**src/rtl/tr_adc_avg_if.sv**
```systemverilog
// Sample/result bundle between the ADC front end, tr_adc_avg and TR.
// Carries glitch_cnt only when TR_ADC_GLITCH_REJECT_EN is defined.
interface tr_adc_avg_if #(
    parameter int DW = 36
);
    logic          data_valid;
    logic [DW-1:0] adc_data;
    logic          flush;
    logic [DW-1:0] x;
    logic          x_valid;
    logic          filled;
`ifdef TR_ADC_GLITCH_REJECT_EN
    logic [15:0]   glitch_cnt;

    modport master (
        output data_valid, adc_data, flush,
        input  x, x_valid, filled, glitch_cnt
    );
    modport slave (
        input  data_valid, adc_data, flush,
        output x, x_valid, filled, glitch_cnt
    );
`else
    modport master (
        output data_valid, adc_data, flush,
        input  x, x_valid, filled
    );
    modport slave (
        input  data_valid, adc_data, flush,
        output x, x_valid, filled
    );
`endif
endinterface

```
**src/rtl/tr_adc_avg.sv**
```systemverilog
// Boxcar moving average (2^LOG2_WIN taps) ahead of the TR tracking block.
// Optional glitch rejection in RUN: define TR_ADC_GLITCH_REJECT_EN.
module tr_adc_avg #(
    parameter int DW        = 36,
    parameter int LOG2_WIN  = 3,
    parameter int GLITCH_TH = 1000
) (
    input  logic        clk,
    input  logic        rst,
    tr_adc_avg_if.slave bus
);
    localparam int WIN = 1 << LOG2_WIN;
    localparam int SW  = DW + LOG2_WIN;

    typedef enum logic {FILL, RUN} state_t;

    state_t                state_q;
    logic [SW-1:0]         sum_q;
    logic [LOG2_WIN-1:0]   wr_ptr_q;
    logic [LOG2_WIN-1:0]   fill_cnt_q;
    logic [DW-1:0]         x_q;
    logic                  x_valid_q;
    logic [DW-1:0]         buf_q [WIN];

    logic                  take;
    logic [DW-1:0]         samp_d;
    logic [DW-1:0]         old_d;
    logic [SW-1:0]         sum_d;
    logic [DW-1:0]         x_d;
    logic                  last_fill;

    assign take      = bus.data_valid && !bus.flush;
    assign last_fill = (fill_cnt_q == LOG2_WIN'(WIN - 1));

`ifdef TR_ADC_GLITCH_REJECT_EN
    logic [15:0]   glitch_cnt_q;
    logic [DW-1:0] diff;
    logic          glitch;

    always_comb begin
        diff   = (bus.adc_data > x_q) ? bus.adc_data - x_q
                                      : x_q - bus.adc_data;
        glitch = (state_q == RUN) && (diff > DW'(GLITCH_TH));
        samp_d = glitch ? x_q : bus.adc_data;
    end

    assign bus.glitch_cnt = glitch_cnt_q;
`else
    assign samp_d = bus.adc_data;
`endif

    // Stale RAM entries only count once the window has wrapped
    assign old_d = (state_q == RUN) ? buf_q[wr_ptr_q] : '0;
    assign sum_d = sum_q + SW'(samp_d) - SW'(old_d);
    assign x_d   = sum_d[SW-1:LOG2_WIN];

    always_ff @(posedge clk) begin
        if (!rst && take) begin
            buf_q[wr_ptr_q] <= samp_d;
        end
    end

    always_ff @(posedge clk) begin
        if (rst) begin
            state_q    <= FILL;
            sum_q      <= '0;
            wr_ptr_q   <= '0;
            fill_cnt_q <= '0;
            x_q        <= '0;
            x_valid_q  <= 1'b0;
`ifdef TR_ADC_GLITCH_REJECT_EN
            glitch_cnt_q <= '0;
`endif
        end else if (bus.flush) begin
            state_q    <= FILL;
            sum_q      <= '0;
            wr_ptr_q   <= '0;
            fill_cnt_q <= '0;
            x_valid_q  <= 1'b0;
`ifdef TR_ADC_GLITCH_REJECT_EN
            glitch_cnt_q <= '0;
`endif
        end else begin
            x_valid_q <= 1'b0;
            if (take) begin
                sum_q    <= sum_d;
                wr_ptr_q <= wr_ptr_q + 1'b1;
                unique case (state_q)
                    FILL: begin
                        fill_cnt_q <= fill_cnt_q + 1'b1;
                        if (last_fill) begin
                            state_q   <= RUN;
                            x_q       <= x_d;
                            x_valid_q <= 1'b1;
                        end
                    end
                    RUN: begin
                        x_q       <= x_d;
                        x_valid_q <= 1'b1;
`ifdef TR_ADC_GLITCH_REJECT_EN
                        if (glitch && glitch_cnt_q != 16'hFFFF) begin
                            glitch_cnt_q <= glitch_cnt_q + 16'd1;
                        end
`endif
                    end
                    default: ;
                endcase
            end
        end
    end

    assign bus.x       = x_q;
    assign bus.x_valid = x_valid_q;
    assign bus.filled  = (state_q == RUN);
endmodule
```
**src/flat_wrapper.sv**
```systemverilog
// flat-port wrapper written by rule: the top's interface ports become plain ports
module tr_adc_avg_flat 
#(
    parameter int DW        = 36,
    parameter int LOG2_WIN  = 3,
    parameter int GLITCH_TH = 1000
)
  (clk, rst, bus_data_valid, bus_adc_data, bus_flush, bus_x, bus_x_valid, bus_filled);
  tr_adc_avg_if #(.DW(DW)) bus_i ();
  input  logic clk;
  input  logic rst;
  input wire logic [$bits(bus_i.data_valid)-1:0] bus_data_valid;
  input wire logic [$bits(bus_i.adc_data)-1:0] bus_adc_data;
  input wire logic [$bits(bus_i.flush)-1:0] bus_flush;
  output wire logic [$bits(bus_i.x)-1:0] bus_x;
  output wire logic [$bits(bus_i.x_valid)-1:0] bus_x_valid;
  output wire logic [$bits(bus_i.filled)-1:0] bus_filled;
  assign bus_i.data_valid = bus_data_valid;
  assign bus_i.adc_data = bus_adc_data;
  assign bus_i.flush = bus_flush;
  assign bus_x = bus_i.x;
  assign bus_x_valid = bus_i.x_valid;
  assign bus_filled = bus_i.filled;
  tr_adc_avg #(.DW(DW), .LOG2_WIN(LOG2_WIN), .GLITCH_TH(GLITCH_TH)) u_core (.clk(clk), .rst(rst), .bus(bus_i));
endmodule
```
**config.mk**
```make
export PLATFORM = sky130hd
export DESIGN_NAME = tr_adc_avg_flat
export DESIGN_NICKNAME = d
export VERILOG_FILES = /design/src/rtl/tr_adc_avg_if.sv /design/src/rtl/tr_adc_avg.sv /design/src/flat_wrapper.sv
export SDC_FILE = /design/constraint.sdc
export NUM_CORES = 1
export LEC_CHECK = 0
export ABC_AREA = 1
export CAP_MARGIN = 20
export CORE_ASPECT_RATIO = 2
export CORE_MARGIN = 1
export CORE_UTILIZATION = 61
export DETAILED_ROUTE_END_ITERATION = 7
export GPL_ROUTABILITY_DRIVEN = 0
export PLACE_DENSITY = 0.8
export SLEW_MARGIN = 20
export SYNTH_ARGS = -nofsm -noshare
export SYNTH_HDL_FRONTEND = slang
export SYNTH_SLANG_ARGS = --single-unit
```
**constraint.sdc**
```tcl
create_clock -name clk -period 4.4 [get_ports clk]
set_input_delay 0.66 -clock clk [delete_from_list [all_inputs] [get_ports clk]]
set_output_delay 0.66 -clock clk [all_outputs]
set_load 0.02 [all_outputs]
```
==> key figures, run 1 <==
Outcome
  – Status: finished with violations
  – Failing checks: DRC

Cells and area
  – P&R area growth vs syn: 12.8%
  – FILL cells: 2186
  – Share of layout cells above drive strength 1: 6.23%
  – Ant. Diodes: 0
  – Commonest non-fill, non-tap cell in the layout: nor2_1
  – Non-filler cells, final: 2484
  – Final #Nets: 2214
  – Util after Layout: 70.3%
  – Most frequent cells in the layout: nor2_1 (354), inv_1 (343), edfxtp_1 (288), nand2_1 (280), o21ai_0 (221)

Clock tree
  – CTS sink cnt: 374
  – CTS hold repair buffers: 0
  – Clock transition at the registers of the reported paths: 0.08 ns
  – Post-CTS Setup Bufs: 0
  – Clock Tree Root: clkbuf_16
  – Skew-Pair Late Insertion Delay: a little under 0.6 ns
  – Post_cts resized: 0
  – CTS tree: built
  – H-tree depth: 1
  – CTS Buf Count: 30
  – Clock Tree Buf Depth: 3

Hold path
  – Hold Crit Start: u_core.sum_q[0]
  – Hold WC Path Type: reg2reg

STA
  – Final Hold Violating Endpoints: 0
  – Final setup fails: 0
  – RSZ-0062 raised after global routing: no
  – Slew Viols, Final: 0
  – Clk_skew: 0.0104 ns
  – Worst slew pin tran: 0.785 ns
  – Fmax achieved: 0.248 GHz
  – Setup TNS: 0 ns
  – Fin crit share: ~92%
  – Tmin final: between 4 and 5 ns
  – Slew HR: 47.5%

Floorplan
  – IO Count: 78
  – CORE AREA: 29700 µm²
  – Initial cell density of the core: 62.3%
  – Die Area: 31100 µm²
  – Row count: a little under 90
  – Die Height: 248 µm
  – Die X: 125 µm

GRT
  – Initial antenna violation count: 0
  – Number of global-route vias before repair: 14200
  – GRT Overall Usage: 31.3%
  – First-pass GRT wire length: 74700 µm
  – Gr ovfl total: 0
  – Largest net degree at the start of global routing: slightly above 80

Placement
  – Dpl cells: around 2400
  – Detailed Place HPWL: approximately 32000 µm
  – Port buffer count: 77

Pwr
  – Clock power share: between 30% and 40%
  – Net Sw Frac: 26.2%
  – Tot Pwr: 0.00800 W
  – Sw Pwr: around 0.0021 W
  – Sequential share of power: a little under half
  – Combinational share of power: ~15%
  – Leak: 8.77 nW
  – Worst VDD drop: 0.000381 V
  – Total power density per cell area: roughly 380 nW/µm²
  – Internal Power: 0.00590 W

Route
  – Post-route ant nets: 0
  – Total number of vias: 14400
  – WL final: 47800 µm
  – Starting DRT DRC Count: 1443
  – Pre-antenna DRT Iters: 8
  – WL/cell: 19.2 µm
  – Vias/cell: 5.80
  – # DRC: 8

Critical path
  – Crit path top cell by count: nand2_1
  – Critical path type: reg2reg
  – Critical Path Fanout Max: between 50 and 60
  – Worst Path Buf+Inv: 3
  – Crit end category: flop
  – Required @ worst endpoint: 4.93 ns
  – CP startpoint kind: flop
  – CP Data Arrival Time: 4.56 ns
  – Max incr delay on CP: 0.49 ns
  – Largest delay contributor family on the critical path: compound AO/OA/AOI/OAI gates
  – Slowest cell on crit path: fa_1
  – Worst path cell trace: buf_4 > o21ai_0 > o22ai_1 > o21ai_0 > a31oi_1 > fa_1 > inv_1 > ha_1 > nand2_1 > nand2_1 > a21oi_1 > nand2_1 > nand2_1 > nand3_2 > xor2_1 > o21ai_0 > inv_1

Yosys
  – Ys flop type: edfxtp_1
  – Cell count after synthesis: about 2000
  – Synth cell types: 36
  – Avg Cell Area, Syn: between 9 and 10 µm²
  – Syn_nets: ~2200
  – Flops & latches, synth: 374
  – Synth async-reset ratio: 0%
  – Syn Std Cell Area: 18500 µm²
  – Post-synthesis sequential area ratio: between 50% and 60%
  – Number of synthesized flops with an enable pin: 288
  – Yosys warns: 0

Run
  – Max Cap Viol: 0
kinds of logic (layout without fill, tap and decap cells):
group	Yosys count	in the layout	synth area share (%)
adders and majority gates	78	78	6.72
buffers and inverters	429	514	8.95
DFF	374	374	56.0
xor gates and xnor gates	17	17	0.803
and+or+nand+nor	762	762	16.8
AOI/OAI and AO/OA	375	375	10.7
through the flow:
stage / hold WS, ns / area [µm²] / setup WS (ns)
2_1_floorplan: 0.433 / 18500 / 1.07
3_3_place_gp: 0.442 / 19800 / 0.575
3_5_place_dp: 0.458 / 19800 / 0.547
4_1_cts: 0.469 / 20900 / 0.492
5_1_grt: 0.492 / 20900 / 0.124
6_report: 0.479 / 20900 / 0.371
flip-flops by register name (all words and copies together), names as in the netlist, named ones only:
signal / flops
u_core.bus.x: 36
u_core.sum_q: 39
u_core.fill_cnt_q: 3
u_core.bus.x_valid: 1
u_core.bus.filled: 1
u_core.wr_ptr_q: 3
u_core.buf_q: 288
path summary, 6_finish.rpt:
kind | to | depth (start not counted) | slack [ns]
worst max register to register | u_core.sum_q[21] | 17 | 0.37
worst min register to register | u_core.sum_q[0] | 2 | 0.48
worst max-delay path | u_core.sum_q[21] | 17 | 0.37
worst min-delay path | u_core.sum_q[0] | 2 | 0.48
synthesized netlist by cell type, types with 3 or more instances:
cell type | number | share of area, %
nor2_1 | 362 | 7.3
inv_1 | 343 | 6.9
edfxtp_1 | 288 | 47
nand2_1 | 280 | 5.7
o21ai_0 | 221 | 6.0
dfxtp_1 | 86 | 9.3
a21oi_1 | 70 | 1.9
nand3_1 | 70 | 1.9
clkbuf_1 | 48 | 0.97
ha_1 | 42 | 2.8
a31oi_1 | 36 | 1.2
fa_1 | 36 | 3.9
o22ai_1 | 36 | 1.2
buf_2 | 23 | 0.62
nand2_2 | 14 | 0.47
xor2_1 | 13 | 0.61
nand3_2 | 8 | 0.43
nor2_2 | 8 | 0.27
nand3b_1 | 7 | 0.28
nor3_1 | 7 | 0.19
buf_1 | 5 | 0.10
inv_2 | 4 | 0.081
xnor2_1 | 4 | 0.19
buf_4 | 3 | 0.12
o21ai_1 | 3 | 0.081
o21bai_1 | 3 | 0.12
worst reg2reg max path: stages (launching register included):
cell	delay (ns)
dfxtp_4	0.40
buf_4	0.47
o21ai_0	0.23
o22ai_1	0.16
o21ai_0	0.11
a31oi_1	0.28
fa_1	0.49
inv_1	0.08
ha_1	0.30
nand2_1	0.09
nand2_1	0.16
a21oi_1	0.27
nand2_1	0.15
nand2_1	0.09
nand3_2	0.10
xor2_1	0.40
o21ai_0	0.13
inv_1	0.07
area by class of cell:
| type | count | area (µm²) | area share, % |
|---|---|---|---|
| Inverter | 349 | 1310 | 6.27 |
| Clock inverter | 21 | 292 | 1.39 |
| Multi-Input combinational cell | 1232 | 6560 | 31.4 |
| Clock buffer | 35 | 791 | 3.78 |
| Sequential cell | 374 | 10400 | 49.6 |
| Timing Repair Buffer | 109 | 1120 | 5.37 |
| Tap cell | 364 | 455 | 2.18 |
per-layer routing:
metal | global-route usage [%] | share of wire (%) | vias up
met5 | 0 | 0 | -
met4 | 19.4 | 6.4 | 0
met3 | 3.25 | 6.4 | 196
met2 | 55.0 | 51 | 671
met1 | 36.5 | 36 | 6811
li1 | - | - | 6740
power groups by stage:
stage               Combinational, W  Sequential [W]  Clock, W
floorplan                   0.000794         0.00392         0
global placement             0.00113         0.00392         0
detailed placement           0.00116         0.00392         0
CTS                          0.00116         0.00384   0.00298
global route                 0.00132         0.00385   0.00310
finish                       0.00120         0.00384   0.00296
(Power assumes the default switching activity.)
==> run 2: changes to the inputs <==
- MAX_ROUTING_LAYER: not set -> met4
==> key figures, run 2 (synthesis results as in run 1) <==
Clock tree
  – CTS tree: built (unchanged)
  – CTS Buf Count: 30 (unchanged)
  – Clock transition at the registers of the reported paths: 0.08 ns (about the same)
  – Clock Tree Buf Depth: 3 (unchanged)
  – Clock Tree Root: clkbuf_16 (unchanged)
  – Skew-Pair Late Insertion Delay: 0.58 ns (about the same)
  – Post_cts resized: 0 (unchanged)
  – CTS sink cnt: 374 (unchanged)
  – CTS hold repair buffers: 0 (unchanged)
  – H-tree depth: 1 (unchanged)
  – Post-CTS Setup Bufs: 0 (unchanged)

Floorplan
  – CORE AREA: 29700 µm² (unchanged)
  – Die Area: 31100 µm² (unchanged)
  – IO Count: 78 (unchanged)
  – Row count: 89 (unchanged)
  – Initial cell density of the core: 62.3% (unchanged)
  – Die X: 125 µm (unchanged)
  – Die Height: 248 µm (unchanged)

Placement
  – Detailed Place HPWL: 32000 µm (unchanged)
  – Port buffer count: 77 (unchanged)
  – Dpl cells: 2428 (unchanged)

Cells and area
  – Commonest non-fill, non-tap cell in the layout: nor2_1 (unchanged)
  – Most frequent cells in the layout: nor2_1 (354), inv_1 (343), edfxtp_1 (288), nand2_1 (280), o21ai_0 (221) (unchanged)
  – Max reg flops: 288 (unchanged)
  – Final #Nets: 2214 (unchanged)
  – Ant. Diodes: 0 (unchanged)
  – P&R area growth vs syn: 12.8% (unchanged)
  – Non-filler cells, final: 2484 (unchanged)
  – Share of layout cells above drive strength 1: 6.23% (unchanged)
  – Biggest register: u_core.buf_q (unchanged)
  – FILL cells: 2186 (unchanged)

Pwr
  – Worst VDD drop: 0.000382 V (was 0.000381 V)
  – Tot Pwr: 0.00799 W (was 0.00800 W)
  – Leak: 8.77 nW (unchanged)
  – Total power density per cell area: 382 nW/µm² (was 383 nW/µm²)

Critical path
  – R2R setup slack: 0.37 ns (about the same)
  – Reg2reg end: u_core.sum_q[21] (unchanged)
  – CP startpoint kind: flop (unchanged)
  – Crit end category: flop (unchanged)
  – Reg2Reg Depth: 17 (unchanged)
  – Required @ worst endpoint: 4.93 ns (about the same)
  – CP Data Arrival Time: 4.56 ns (about the same)
  – Critical path type: reg2reg (unchanged)
  – Critical Path Fanout Max: 52 (unchanged)

STA
  – Setup TNS: 0 ns (unchanged)
  – Worst slew pin tran: 0.785 ns (about the same)
  – Fmax achieved: 0.248 GHz (about the same)
  – Clk_skew: 0.0186 ns (was 0.0104 ns)
  – Tmin final: 4.03 ns (about the same)
  – Final setup fails: 0 (unchanged)
  – RSZ-0062 raised after global routing: no (unchanged)
  – Slew Viols, Final: 0 (unchanged)
  – Final Hold Violating Endpoints: 0 (unchanged)
  – Slew HR: 47.6% (was 47.5%)
  – Fin crit share: 91.7% (was 91.6%)

Route
  – Total number of vias: 14400 (about the same)
  – Post-route ant nets: 0 (unchanged)
  – # DRC: 20 (was 8)
  – WL final: 47700 µm (was 47800 µm)
  – Vias/cell: 5.80 (about the same)
  – Starting DRT DRC Count: 1459 (was 1443)
  – WL/cell: 19.2 µm (about the same)
  – Pre-antenna DRT Iters: 8 (unchanged)

GRT
  – Largest net degree at the start of global routing: 83 (unchanged)
  – Gr ovfl total: 0 (unchanged)
  – Initial antenna violation count: 0 (unchanged)
  – GRT Overall Usage: 32.3% (was 31.3%)
  – First-pass GRT wire length: 74800 µm (was 74700 µm)
  – Number of global-route vias before repair: 14200 (about the same)

Outcome
  – Failing checks: DRC (unchanged)
  – Status: finished with violations (unchanged)

Hold path
  – WHS Endpoint: u_core.sum_q[0] (unchanged)
  – Hold Crit Start: u_core.sum_q[0] (unchanged)
  – Hold Crit Depth: 2 (unchanged)
  – Hold WC Path Type: reg2reg (unchanged)

Run
  – Max Cap Viol: 0 (unchanged)
==> run 2: cell counts in the layout (fill, tap and decap cells not counted) <==
No cell type changed its count.
==> run 2: critical path: stages, from the launching register on <==
cell	delay [ns]
dfxtp_4	0.40
buf_4	0.47
o21ai_0	0.19
o22ai_1	0.16
o21ai_0	0.11
a31oi_1	0.28
fa_1	0.49
inv_1	0.08
ha_1	0.30
nand2_1	0.09
nand2_1	0.16
a21oi_1	0.28
nand2_1	0.15
nand2_1	0.09
nand3_2	0.10
xor2_1	0.40
o21ai_0	0.13
inv_1	0.07
==> run 2: power by group <==
group | switching [W] | internal, W
Sequential | 0.0000124 | 0.00383
Combinational | 0.000825 | 0.000371
Clock | 0.00125 | 0.00170
Total | 0.00209 | 0.00590
==> run 2: area by class of cell <==
class                      count  area [µm²]  area share (%)
tap                          364         455            2.18
clock inverter                21         292            1.39
timing repair buffer         109        1120            5.37
inverter                     349        1310            6.27
clock buffer                  35         791            3.78
sequential                   374       10400            49.6
multi-input combinational   1232        6560            31.4
==> run 2: per-layer routing <==
metal | global-route usage (%) | share of wire [%] | vias up
li1 | - | - | 6737
met4 | 19.2 | 6.3 | 0
met2 | 55.1 | 52 | 653
met3 | 2.93 | 6.2 | 203
met1 | 36.8 | 36 | 6811
met5 | - | 0 | -
==> run 2: worst max-delay path by stage <==
stage	start	end	cells after the start	slack, ns
floorplan	bus_flush	u_core.buf_q[0][0]	6	1.07
global placement	flop	u_core.sum_q[21]	19	0.57
detailed placement	flop	u_core.sum_q[21]	17	0.55
CTS	flop	u_core.sum_q[21]	17	0.49
global route	flop	u_core.bus.x[22]	20	0.15
finish	flop	u_core.sum_q[21]	17	0.37
==> run 2: metrics by stage <==
stage                     hold slack, ns  area [µm²]  setup WS (ns)  utilization [%]
after floorplan                    0.433       18500           1.07                -
after global placement             0.442       19800          0.575             66.7
after detailed placement           0.458       19800          0.547             66.7
after CTS                          0.469       20900          0.492             70.3
after global routing               0.492       20900          0.145             70.3
final                              0.477       20900          0.367             70.3
